==> config.mk <==
export PLATFORM = sky130hd
export DESIGN_NAME = ov7670_stream_gen
export DESIGN_NICKNAME = d
export VERILOG_FILES = /design/src/rtl/ov7670_stream_gen.sv
export SDC_FILE = /design/constraint.sdc
export NUM_CORES = 1
export LEC_CHECK = 0
export ABC_CLOCK_PERIOD_IN_PS = 11200
export BUFFER_PORTS_ARGS = -buffer_cell sky130_fd_sc_hd__buf_2
export CORE_MARGIN = 2
export CORE_UTILIZATION = 62
export CTS_CLUSTER_DIAMETER = 50
export DETAILED_ROUTE_END_ITERATION = 8
export PLACE_DENSITY = 0.88
export SLEW_MARGIN = 30
export SYNTH_ARGS = -nofsm -noshare
export SYNTH_HDL_FRONTEND = slang
export SYNTH_SLANG_ARGS = --single-unit
==> constraint.sdc <==
create_clock -name pclk -period 11.2 [get_ports pclk]
set_input_delay 2.24 -clock pclk [delete_from_list [all_inputs] [get_ports pclk]]
set_output_delay 2.24 -clock pclk [all_outputs]
set_load 0.02 [all_outputs]
==> src/rtl/ov7670_stream_gen.sv <==
// OV7670-style DVP stream generator: frame timing, byte-serial RGB565 output from a
// frame buffer, colour bars or a ramp.
module ov7670_stream_gen #(
  parameter int unsigned H_ACTIVE    = 640,
  parameter int unsigned V_ACTIVE    = 480,
  parameter int unsigned H_BLANK     = 144,
  parameter int unsigned VSYNC_LINES = 3,
  parameter int unsigned V_BACK      = 17,
  parameter int unsigned V_FRONT     = 10
) (
  input  logic        pclk,
  input  logic        rst,
  input  logic        enable,
  input  logic [1:0]  mode,
  output logic [18:0] rd_addr,
  output logic        rd_en,
  input  logic [15:0] rd_data,
  output logic        vsync,
  output logic        hsync,
  output logic [7:0]  d,
  output logic        frame_done
);

  localparam int unsigned LineLen = 2 * H_ACTIVE + H_BLANK;
  localparam int unsigned BarW    = (H_ACTIVE / 8 > 0) ? H_ACTIVE / 8 : 1;

  localparam logic [10:0] HcLast     = 11'(LineLen - 1);
  localparam logic [10:0] HcPrefetch = 11'(LineLen - 2);
  localparam logic [10:0] HcActEnd   = 11'(2 * H_ACTIVE);
  localparam logic [10:0] HcFetchEnd = 11'(2 * H_ACTIVE - 2);
  localparam logic [9:0]  VsyncLast  = 10'(VSYNC_LINES - 1);
  localparam logic [9:0]  VbackLast  = 10'(V_BACK - 1);
  localparam logic [9:0]  VactLast   = 10'(V_ACTIVE - 1);
  localparam logic [9:0]  VfrontLast = 10'(V_FRONT - 1);

  typedef enum logic [2:0] {StIdle, StVsync, StVback, StActive, StVfront} state_e;

  state_e      state_q, state_d;
  logic [10:0] hc_q, hc_d;
  logic [9:0]  lc_q, lc_d, lc_last;
  logic [1:0]  mode_q, mode_d;
  logic [18:0] addr_q, addr_d;
  logic [15:0] pix_q, pix_d;

  logic        mem_mode, active_d, fetch_d;
  logic [9:0]  x, bar;
  logic [2:0]  bar_idx;
  logic [15:0] bar_pix, gen_pix, pix_sel;
  logic [7:0]  d_d;

  always_comb begin
    unique case (state_q)
      StVsync:  lc_last = VsyncLast;
      StVback:  lc_last = VbackLast;
      StActive: lc_last = VactLast;
      StVfront: lc_last = VfrontLast;
      default:  lc_last = '0;
    endcase
  end

  // Next position in the frame
  always_comb begin
    state_d = state_q;
    hc_d    = hc_q;
    lc_d    = lc_q;
    mode_d  = mode_q;
    if (state_q == StIdle) begin
      if (enable) begin
        state_d = StVsync;
        mode_d  = mode;
      end
    end else if (hc_q == HcLast) begin
      hc_d = '0;
      if (lc_q == lc_last) begin
        lc_d = '0;
        unique case (state_q)
          StVsync:  state_d = StVback;
          StVback:  state_d = StActive;
          StActive: state_d = StVfront;
          default: begin
            if (enable) begin
              state_d = StVsync;
              mode_d  = mode;
            end else begin
              state_d = StIdle;
            end
          end
        endcase
      end else begin
        lc_d = lc_q + 10'd1;
      end
    end else begin
      hc_d = hc_q + 11'd1;
    end
  end

  // Outputs are derived from the next position so they line up with the state registers
  always_comb begin
    x        = hc_d[10:1];
    bar      = x / 10'(BarW);
    bar_idx  = (bar > 10'd7) ? 3'd7 : bar[2:0];
    unique case (bar_idx)
      3'd0:    bar_pix = 16'hFFFF;
      3'd1:    bar_pix = 16'hFFE0;
      3'd2:    bar_pix = 16'h07FF;
      3'd3:    bar_pix = 16'h07E0;
      3'd4:    bar_pix = 16'hF81F;
      3'd5:    bar_pix = 16'hF800;
      3'd6:    bar_pix = 16'h001F;
      default: bar_pix = 16'h0000;
    endcase
    gen_pix  = (mode_d == 2'd1) ? bar_pix : 16'(x) + 16'(lc_d);
    mem_mode = (mode_d == 2'd0) || (mode_d == 2'd3);
    pix_sel  = mem_mode ? rd_data : gen_pix;
    active_d = (state_d == StActive) && (hc_d < HcActEnd);

    if (!active_d)      d_d = 8'h00;
    else if (!hc_d[0])  d_d = pix_sel[15:8];
    else                d_d = pix_q[7:0];
    pix_d = (active_d && !hc_d[0]) ? pix_sel : pix_q;

    // Read two cycles ahead of each high byte; pixel 0 is fetched from the preceding blank
    fetch_d = mem_mode &&
              (((state_d == StActive) && !hc_d[0] && (hc_d < HcFetchEnd)) ||
               ((hc_d == HcPrefetch) &&
                (((state_d == StActive) && (lc_d < VactLast)) ||
                 ((state_d == StVback) && (lc_d == VbackLast)))));

    addr_d = addr_q;
    if (state_d == StVsync && state_q != StVsync) addr_d = '0;
    else if (fetch_d)                             addr_d = addr_q + 19'd1;
  end

  always_ff @(posedge pclk or posedge rst) begin
    if (rst) begin
      state_q    <= StIdle;
      hc_q       <= '0;
      lc_q       <= '0;
      mode_q     <= '0;
      addr_q     <= '0;
      pix_q      <= '0;
      vsync      <= 1'b0;
      hsync      <= 1'b0;
      d          <= 8'h00;
      rd_en      <= 1'b0;
      rd_addr    <= '0;
      frame_done <= 1'b0;
    end else begin
      state_q    <= state_d;
      hc_q       <= hc_d;
      lc_q       <= lc_d;
      mode_q     <= mode_d;
      addr_q     <= addr_d;
      pix_q      <= pix_d;
      vsync      <= (state_d == StVsync);
      hsync      <= active_d;
      d          <= d_d;
      rd_en      <= fetch_d;
      rd_addr    <= fetch_d ? addr_q : '0;
      frame_done <= (state_d == StVfront) && (lc_d == VfrontLast) && (hc_d == HcLast);
    end
  end

endmodule

==> impl_results.rst, run 1 <==
.. list-table::
   :header-rows: 1

   * - Metric
     - Value
   * - Run status
     - complete, no violations
   * - Time the worst path needs with I/O delays and setup
     - 5.20 ns
   * - DIE AREA
     - 8490 um2
   * - Vias in the first global route
     - 4021
   * - Overflow left after global routing
     - 0
   * - Critical Setup Path Class
     - flip-flop to flip-flop
   * - Final setup slack of the worst path
     - 6.00 ns
   * - Start point of the worst hold path
     - pix_q[7]$_DFFE_PP0P_
   * - Worst path cell trace
     - nor4_1, and2_0, nand2_1, a211oi_2, and2_1, nor2_1, nor2_1, nand2_1, nand2_1, ha_1, nand2_1, nor4_1, and4_1, a21oi_2, buf_4, inv_1, and2_1, nor3_1
   * - Clock latency on the worst-skew pair
     - 0.36 ns
   * - Setup crit start kind
     - flip-flop
   * - M2 GR Usage
     - 46.4%
   * - Worst IR Drop VDD
     - ~0.064 mV
   * - Type of element capturing the critical path
     - flip-flop
   * - Finish-stage setup viols
     - 0
   * - Total via count after detailed routing
     - 4236
   * - Layout cells sized above 1
     - 14.5%
   * - Biggest area consumer among synthesized cells
     - sky130_fd_sc_hd__dfrtp_1
   * - GRT Total Usage
     - 27.9%
   * - Clock sinks
     - between 80 and 90
   * - Setup repair after global routing missed its margin
     - false
   * - Headroom to the max-slew limit
     - between 30% and 40%
   * - Post-detailed-routing wire length
     - 11400 um
   * - CP peak stage delay
     - about 0.60 ns
   * - Maximum number of pins on one net before global-route repair
     - 85
   * - Met1 track demand over resource in global routing
     - between 30% and 40%
   * - Hold-fix buffer count after cts
     - 0
   * - Global-route wire length before repair
     - 18900 um
   * - Starting DRC count in detailed routing
     - roughly 290
   * - Cell with the biggest individual delay on the critical path
     - sky130_fd_sc_hd__nor2_1
   * - Critical path startpoint
     - hc_q[4]$_DFF_PP0_
   * - Met3 demand-to-capacity share in global routing
     - 4.44%
   * - Number of enable flip-flop cells after synthesis
     - 0
   * - Die Ht
     - 92.1 um
   * - Synth-to-Final Area Change
     - 10.8%
   * - Synthesized cell area
     - 4810 um2
   * - Final hold violation count
     - 0
   * - Number of gates given a new drive strength after cts
     - 0
   * - Number of I/O pins
     - 52
   * - Post CTS Setup Buffer Count
     - 0
   * - Area share of the largest cell type after synthesis
     - 43.7%
   * - Wire length per cell after detailed routing
     - 16.9 um
   * - Layer carrying the most global-route usage
     - met2
   * - Synthesized flop and latch total
     - between 80 and 90
   * - Required time worst endpoint
     - 11.48 ns
   * - Gate count of the mapped netlist
     - 528
   * - Die extent in x
     - roughly 92 um
   * - Upper clock frequency limit
     - 192 MHz
   * - Clock root buffer
     - sky130_fd_sc_hd__clkbuf_8
   * - Placeable core region
     - 7610 um2
   * - Start of the worst register-to-register path
     - hc_q[4]$_DFF_PP0_
   * - Effective utilization at floorplan
     - between 60% and 70%
   * - Count of yosys warnings during synthesis
     - 0
   * - Final RePlAce weighted congestion
     - 0.893
   * - Number of I/O port buffers
     - 51
   * - Detailed-routing iteration count for the pre-antenna-repair pass
     - 5
   * - Final Cycle Share
     - 46.4%
   * - Number of nets with antenna violations after detailed routing
     - 0
   * - Total Nets Final
     - 604
   * - Unique cell type count in the Yosys netlist
     - 61
   * - Mean number of vias per cell
     - 6.28
   * - Standby leakage power
     - approximately 2.5 nW
   * - Count of buffer and inverter cells on the critical path
     - 2
   * - Hold/Removal Path Class
     - flip-flop to flip-flop
   * - Max Buffers Root-to-Sink
     - 2
   * - Final worst clock skew
     - 0.0104 ns
   * - Num rows
     - 32
   * - Net count of the mapped netlist
     - between 500 and 600
   * - Largest fanout on the critical path
     - 36
   * - TritonCTS clock tree
     - yes
   * - CTS H-tree depth
     - 3
   * - Maximum capacitance violations
     - 0
   * - Async set-reset flop share out of synthesis
     - 100%
   * - Fraction of the yosys area taken by sequential cells
     - 43.7%
   * - WHS
     - a little under 0.5 ns
   * - Top cell family by delay on the critical path
     - simple AND/OR/NAND/NOR gates
   * - Place WS
     - 5.91 ns
   * - Half-perimeter wire length of the detailed placement result
     - 7980 um
   * - CP arrival
     - 5.48 ns
   * - Detailed-route DRC error count
     - 0
   * - Power density over cell area
     - 110 nW/um2
   * - Antenna cell count
     - 0
   * - Transition time of the tightest slew-check pin
     - between 0.9 and 1 ns
   * - Clock transition time at the flip-flop clock pins of the worst setup and hold paths
     - approximately 0.090 ns
   * - Most area-consuming cells after synthesis
     - sky130_fd_sc_hd__dfrtp_1 44%, sky130_fd_sc_hd__o21ai_0 4.7%, sky130_fd_sc_hd__nand2_1 4.3%, sky130_fd_sc_hd__a21oi_1 3.7%, sky130_fd_sc_hd__ha_1 3.6%
   * - Cell repeated most along the worst path
     - sky130_fd_sc_hd__nand2_1
   * - Avg Cell Area, Syn
     - slightly above 9 um2
   * - Prevailing post-synth register cell
     - sky130_fd_sc_hd__dfrtp_1
   * - Clock buffer count from CTS
     - 9
   * - Slew Limit Fails
     - 0
   * - Number of antenna violations at the first check in global routing
     - 0
   * - Accumulated negative setup slack
     - 0 ns
-- flip-flops by register name (all words and copies together) (netlist names) --
name,count
hsync,1
vsync,1
mode_q,2
d,8
hc_q,11
addr_q,19
rd_en,1
lc_q,10
pix_q,8
rd_addr,19
frame_done,1
state_q,3
-- per-stage QoR --
stage	power [mW]	util (%)	instances	area, um2
finish	0.588	70.1	675	5330
global route	0.600	70.1	675	5330
CTS	0.588	70.1	675	5330
detailed placement	0.326	66.9	659	5090
global placement	0.325	66.8	659	5080
floorplan	0.319	-	528	4810
-- cell families after synthesis --
family,count (synthesis),share of synthesized area [%]
multiplexers,6,1.27
adder cells (fa/ha/maj),16,4.26
flip-flops,84,43.7
AND/OR/NAND/NOR,204,22.2
buffers and inverters,48,4.70
XOR/XNOR,24,4.52
AO/OA/AOI/OAI,146,19.4
-- worst reg2reg max path, stage by stage (launching register included) --
cell	delay, ns
sky130_fd_sc_hd__dfrtp_1	0.45
sky130_fd_sc_hd__nor4_1	0.46
sky130_fd_sc_hd__and2_0	0.43
sky130_fd_sc_hd__nand2_1	0.25
sky130_fd_sc_hd__a211oi_2	0.43
sky130_fd_sc_hd__and2_1	0.24
sky130_fd_sc_hd__nor2_1	0.05
sky130_fd_sc_hd__nor2_1	0.60
sky130_fd_sc_hd__nand2_1	0.11
sky130_fd_sc_hd__nand2_1	0.11
sky130_fd_sc_hd__ha_1	0.39
sky130_fd_sc_hd__nand2_1	0.15
sky130_fd_sc_hd__nor4_1	0.05
sky130_fd_sc_hd__and4_1	0.24
sky130_fd_sc_hd__a21oi_2	0.12
sky130_fd_sc_hd__buf_4	0.31
sky130_fd_sc_hd__inv_1	0.31
sky130_fd_sc_hd__and2_1	0.26
sky130_fd_sc_hd__nor3_1	0.15
-- cell type report --
cell class	count	area, um2
clock buffer	9	124
inverter	22	83.8
clock inverter	7	121
timing repair buffer	55	289
sequential	84	2100
multi-input combinational	396	2490
fill	597	2270
tap	102	128
-- final timing paths --
path,slack (ns),cells past startpoint,endpoint
worst max-delay path,6.00,18,addr_q[0]$_DFFE_PP0P_
worst min-delay path,0.49,2,pix_q[7]$_DFFE_PP0P_
worst max register to register,6.00,18,addr_q[0]$_DFFE_PP0P_
worst min register to register,0.49,2,pix_q[7]$_DFFE_PP0P_
max in group asynchronous,8.65,3,hc_q[4]$_DFF_PP0_
min in group asynchronous,2.07,3,hsync$_DFF_PP0_
-- where the power goes --
| group | internal (mW) | switching (mW) |
|---|---|---|
| Sequential | 0.303 | 0.000195 |
| Clock | 0.150 | 0.119 |
| Combinational | 0.00489 | 0.0110 |
-- metal layers --
metal	wire length, um	vias up
li1	-	1974
met3	865	42
met4	419	0
met2	5560	220
met5	0	-
met1	4540	2000
-- cell usage after synthesis (2+ instances only) --
cell type                  instances
sky130_fd_sc_hd__nor2_1           27
sky130_fd_sc_hd__and2_1           27
sky130_fd_sc_hd__ha_1             14
sky130_fd_sc_hd__nor3b_1           2
sky130_fd_sc_hd__buf_6             5
sky130_fd_sc_hd__o21ai_1           8
sky130_fd_sc_hd__nor2b_1           2
sky130_fd_sc_hd__or3_1            12
sky130_fd_sc_hd__nand2_1          55
sky130_fd_sc_hd__o21ai_0          45
sky130_fd_sc_hd__nand4_1          13
sky130_fd_sc_hd__nand3_1          15
sky130_fd_sc_hd__nor3_1           13
sky130_fd_sc_hd__xnor2_1          13
sky130_fd_sc_hd__mux2i_1           5
sky130_fd_sc_hd__o31ai_1           8
sky130_fd_sc_hd__xor2_1           10
sky130_fd_sc_hd__or4_1             3
sky130_fd_sc_hd__o21a_1            3
sky130_fd_sc_hd__a211oi_1          4
sky130_fd_sc_hd__a21o_1            6
sky130_fd_sc_hd__o211ai_1         10
sky130_fd_sc_hd__inv_1            21
sky130_fd_sc_hd__buf_2             7
sky130_fd_sc_hd__a21oi_1          36
sky130_fd_sc_hd__a221oi_1          2
sky130_fd_sc_hd__and4_1            2
sky130_fd_sc_hd__and3_1           11
sky130_fd_sc_hd__nand2b_1          7
sky130_fd_sc_hd__o21bai_1          2
sky130_fd_sc_hd__a22o_1            2
sky130_fd_sc_hd__a31oi_1           6
sky130_fd_sc_hd__a211o_1           2
sky130_fd_sc_hd__dfrtp_1          84
sky130_fd_sc_hd__clkbuf_1         13
sky130_fd_sc_hd__nor4_1            8
-- cells in the final DEF (no fill, tap or decap), types with 4 or more instances in the layout --
master                     count
sky130_fd_sc_hd__nor2_1       27
sky130_fd_sc_hd__nor3_1       13
sky130_fd_sc_hd__o211ai_1     10
sky130_fd_sc_hd__or3_1        12
sky130_fd_sc_hd__and2_1       27
sky130_fd_sc_hd__a31oi_1       6
sky130_fd_sc_hd__nand4_1      13
sky130_fd_sc_hd__a211oi_1      4
sky130_fd_sc_hd__a21oi_1      36
sky130_fd_sc_hd__inv_1        20
sky130_fd_sc_hd__o21ai_1       8
sky130_fd_sc_hd__xnor2_1      13
sky130_fd_sc_hd__a21o_1        6
sky130_fd_sc_hd__and3_1       11
sky130_fd_sc_hd__xor2_1       10
sky130_fd_sc_hd__dfrtp_1      84
sky130_fd_sc_hd__clkbuf_8      9
sky130_fd_sc_hd__ha_1         14
sky130_fd_sc_hd__o21ai_0      45
sky130_fd_sc_hd__nand2_1      55
sky130_fd_sc_hd__nand3_1      15
sky130_fd_sc_hd__nand2b_1      7
sky130_fd_sc_hd__o31ai_1       8
sky130_fd_sc_hd__nor4_1        8
sky130_fd_sc_hd__buf_2        51
sky130_fd_sc_hd__mux2i_1       5
(Power assumes the default switching activity.)
==> run 2: changes to the inputs <==
--- a/config.mk
+++ b/config.mk
@@ -5,13 +5,13 @@
 export SDC_FILE = /design/constraint.sdc
 export NUM_CORES = 1
 export LEC_CHECK = 0
-export ABC_CLOCK_PERIOD_IN_PS = 11200
+export ABC_CLOCK_PERIOD_IN_PS = 4500
 export BUFFER_PORTS_ARGS = -buffer_cell sky130_fd_sc_hd__buf_2
 export CORE_MARGIN = 2
-export CORE_UTILIZATION = 62
+export CORE_UTILIZATION = 53
 export CTS_CLUSTER_DIAMETER = 50
 export DETAILED_ROUTE_END_ITERATION = 8
-export PLACE_DENSITY = 0.88
+export PLACE_DENSITY = 0.8
 export SLEW_MARGIN = 30
 export SYNTH_ARGS = -nofsm -noshare
 export SYNTH_HDL_FRONTEND = slang
==> constraint.sdc (replaced) <==
create_clock -name pclk -period 4.5 [get_ports pclk]
set_input_delay 0.9 -clock pclk [delete_from_list [all_inputs] [get_ports pclk]]
set_output_delay 0.9 -clock pclk [all_outputs]
set_load 0.02 [all_outputs]
==> run 2 against run 1 <==
Net effect: cell area up 2.6%; register-to-register slack worse by 5.7 ns; wire length up 1.0%; cell count up 3.6%; critical path type unchanged; largest cell class unchanged.
==> impl_results.rst, run 2 (same netlist as run 1, synthesis figures left out) <==
.. list-table::
   :header-rows: 1

   * - Metric
     - Value
   * - Overflow left after global routing
     - 0 (unchanged)
   * - Count of buffer and inverter cells on the critical path
     - 0 (-2)
   * - Headroom to the max-slew limit
     - 41.2% (+2.4 points)
   * - Upper clock frequency limit
     - 237 MHz (+23%)
   * - Number of antenna violations at the first check in global routing
     - 0 (unchanged)
   * - End of the worst register-to-register path
     - d[2]$_DFF_PP0_
   * - Cell repeated most along the worst path
     - sky130_fd_sc_hd__nor2_1
   * - Setup repair after global routing missed its margin
     - true
   * - Maximum capacitance violations
     - 0 (unchanged)
   * - Time the worst path needs with I/O delays and setup
     - 4.22 ns (-0.979 ns)
   * - Effective utilization at floorplan
     - 54.9% (-8.3 points)
   * - Hold/Removal Path Class
     - flip-flop to flip-flop
   * - Final RePlAce weighted congestion
     - 1.01 (+13%)
   * - DIE AREA
     - 9860 um2 (+16%)
   * - Cell with the biggest individual delay on the critical path
     - sky130_fd_sc_hd__or4b_4
   * - Clock buffer count from CTS
     - 9 (unchanged)
   * - Starting DRC count in detailed routing
     - 274 (-5.2%)
   * - Final Cycle Share
     - 93.8% (+47 points)
   * - Maximum number of pins on one net before global-route repair
     - 60 (-29%)
   * - Clock root buffer
     - sky130_fd_sc_hd__clkbuf_8
   * - Total via count after detailed routing
     - 4142 (-2.2%)
   * - Total number of cells along the worst setup path
     - 16 (-2)
   * - Worst path cell trace
     - nand2b_4, xnor2_1, or4b_4, a211oi_4, nor2_1, fa_1, a21oi_1, nor2_1, nor2_1, o21bai_1, a21oi_1, o21ai_1, a21o_1, a211o_1, a221oi_1, nor3_1
   * - Final setup slack of the worst path
     - 0.281 ns (-5.72 ns)
   * - Synth-to-Final Area Change
     - 13.7%
   * - Detailed-routing iteration count for the pre-antenna-repair pass
     - 5 (unchanged)
   * - Vias in the first global route
     - 3974 (-1.2%)
   * - Total Nets Final
     - 622 (+3.0%)
   * - Number of I/O port buffers
     - 51 (unchanged)
   * - Placeable core region
     - 8760 um2 (+15%)
   * - Minimum setup slack among reg-to-reg paths
     - 0.28 ns (-5.72 ns)
   * - Slew Limit Fails
     - 0 (unchanged)
   * - CP peak stage delay
     - 0.62 ns (+0.02 ns)
   * - Number of filler instances in the final layout
     - 735 (+23%)
   * - Die Ht
     - 99.3 um (+7.8%)
   * - Final Cell Area
     - 5470 um2 (+2.6%)
   * - Clock sinks
     - 84 (unchanged)
   * - Antenna cell count
     - 0 (unchanged)
   * - Largest fanout on the critical path
     - 12 (-67%)
   * - Placement-stage cell area
     - 5210 um2 (+2.4%)
   * - Registers with the most flip-flops
     - addr_q: 19 flops, rd_addr: 19 flops, hc_q: 11 flops
   * - Type of element capturing the critical path
     - flip-flop
   * - Setup crit start kind
     - flip-flop
   * - Global-route wire length before repair
     - 19000 um (+0.73%)
   * - Clock transition time at the flip-flop clock pins of the worst setup and hold paths
     - 0.10 ns (about the same)
   * - Finish-stage setup viols
     - 0 (unchanged)
   * - Run status
     - complete, no violations
   * - Num rows
     - 34 (+6.3%)
   * - Number of nets with antenna violations after detailed routing
     - 0 (unchanged)
   * - Highest-count cells in the layout ignoring fill and taps
     - 83 x sky130_fd_sc_hd__dfrtp_1, 55 x sky130_fd_sc_hd__nand2_1, 51 x sky130_fd_sc_hd__buf_2
   * - Critical path startpoint
     - state_q[2]$_DFF_PP0_
   * - Layout cells sized above 1
     - 17.9% (+3.5 points)
   * - Mean number of vias per cell
     - 5.93 (-5.6%)
   * - Required time worst endpoint
     - 4.74 ns (-6.74 ns)
   * - Worst IR Drop VDD
     - 0.153 mV (+140%)
   * - Clock latency on the worst-skew pair
     - 0.36 ns (about the same)
   * - Critical Setup Path Class
     - flip-flop to flip-flop
   * - Final hold violation count
     - 0 (unchanged)
   * - Start of the worst register-to-register path
     - state_q[2]$_DFF_PP0_
   * - Transition time of the tightest slew-check pin
     - 0.879 ns (-0.0385 ns)
   * - Number of I/O pins
     - 52 (unchanged)
   * - Hold-fix buffer count after cts
     - 0 (unchanged)
   * - Die extent in x
     - 99.3 um (+7.8%)
   * - Detailed-route DRC error count
     - 0 (unchanged)
   * - Top cell family by delay on the critical path
     - compound AO/OA/AOI/OAI gates
   * - Critical path destination
     - d[2]$_DFF_PP0_
   * - Power density over cell area
     - 249 nW/um2 (+130%)
   * - Count of cells along the worst register-to-register path
     - 16 (-2)
   * - TritonCTS clock tree
     - yes
   * - Most common cell after layout, fill and taps aside
     - sky130_fd_sc_hd__dfrtp_1
   * - Wire length per cell after detailed routing
     - 16.4 um (-2.5%)
   * - Accumulated negative setup slack
     - 0 ns (unchanged)
   * - Place WS
     - 0.0304 ns (-5.88 ns)
   * - Post-detailed-routing wire length
     - 11500 um (+1.0%)
   * - Half-perimeter wire length of the detailed placement result
     - 8570 um (+7.3%)
   * - CTS H-tree depth
     - 3 (unchanged)
   * - PnR Total Power
     - 1.36 mW (+130%)
   * - Max Buffers Root-to-Sink
     - 2 (unchanged)
   * - Standby leakage power
     - 2.59 nW (+1.9%)
   * - CP arrival
     - 4.46 ns (-1.02 ns)
   * - GRT Total Usage
     - 24.0% (-3.9 points)
   * - Final worst clock skew
     - 0.0167 ns (+0.00624 ns)
run 2: layer usage:
metal	GRT usage, %	part of all wire (%)
met5	0	0
met4	7.27	1.7
met3	2.53	4.3
met2	41.3	50
met1	32.2	44
run 2: area by class of cell:
| class | count | area (um2) | area share, % |
|---|---|---|---|
| Sequential cell | 84 | 2100 | 38.4 |
| Timing Repair inverter | 1 | 5.00 | 0.0914 |
| Clock buffer | 9 | 124 | 2.26 |
| Tap cell | 108 | 135 | 2.47 |
| Multi-Input combinational cell | 396 | 2510 | 45.9 |
| Timing Repair Buffer | 72 | 413 | 7.54 |
| Clock inverter | 7 | 87.6 | 1.60 |
| Inverter | 22 | 91.3 | 1.67 |
run 2: power breakdown:
part           internal, mW  switching [mW]  leakage (nW)
Combinational        0.0124          0.0274          1.37
Clock                 0.265           0.300        0.0988
Sequential            0.755        0.000531          1.12
Total                  1.03           0.328          2.59
run 2: how the worst min path moves through the flow:
stage                           start                endpoint  slack [ns]  depth (start not counted)
2_1_floorplan    pix_q[5]$_DFFE_PP0P_    pix_q[5]$_DFFE_PP0P_        0.44                          2
3_3_place_gp     pix_q[5]$_DFFE_PP0P_    pix_q[5]$_DFFE_PP0P_        0.47                          2
3_5_place_dp   addr_q[18]$_DFFE_PP0P_   rd_addr[18]$_DFF_PP0_        0.49                          1
4_1_cts        addr_q[14]$_DFFE_PP0P_  addr_q[14]$_DFFE_PP0P_        0.50                          1
5_1_grt        addr_q[14]$_DFFE_PP0P_  addr_q[14]$_DFFE_PP0P_        0.53                          1
6_report       addr_q[14]$_DFFE_PP0P_  addr_q[14]$_DFFE_PP0P_        0.50                          1
run 2: stage by stage:
stage | hold WS (ns) | cells | utilization (%)
after floorplan | 0.445 | 528 | -
after global placement | 0.468 | 680 | 59.4
after detailed placement | 0.489 | 680 | 59.4
after CTS | 0.504 | 696 | 61.9
after global routing | 0.527 | 699 | 62.5
final | 0.499 | 699 | 62.5
run 2: repair_timing:
item | 4_1_cts | 5_1_grt
setup buffers | 0 | 2
endpoints found under the setup margin | 0 | 29
resized for setup | 0 | 10
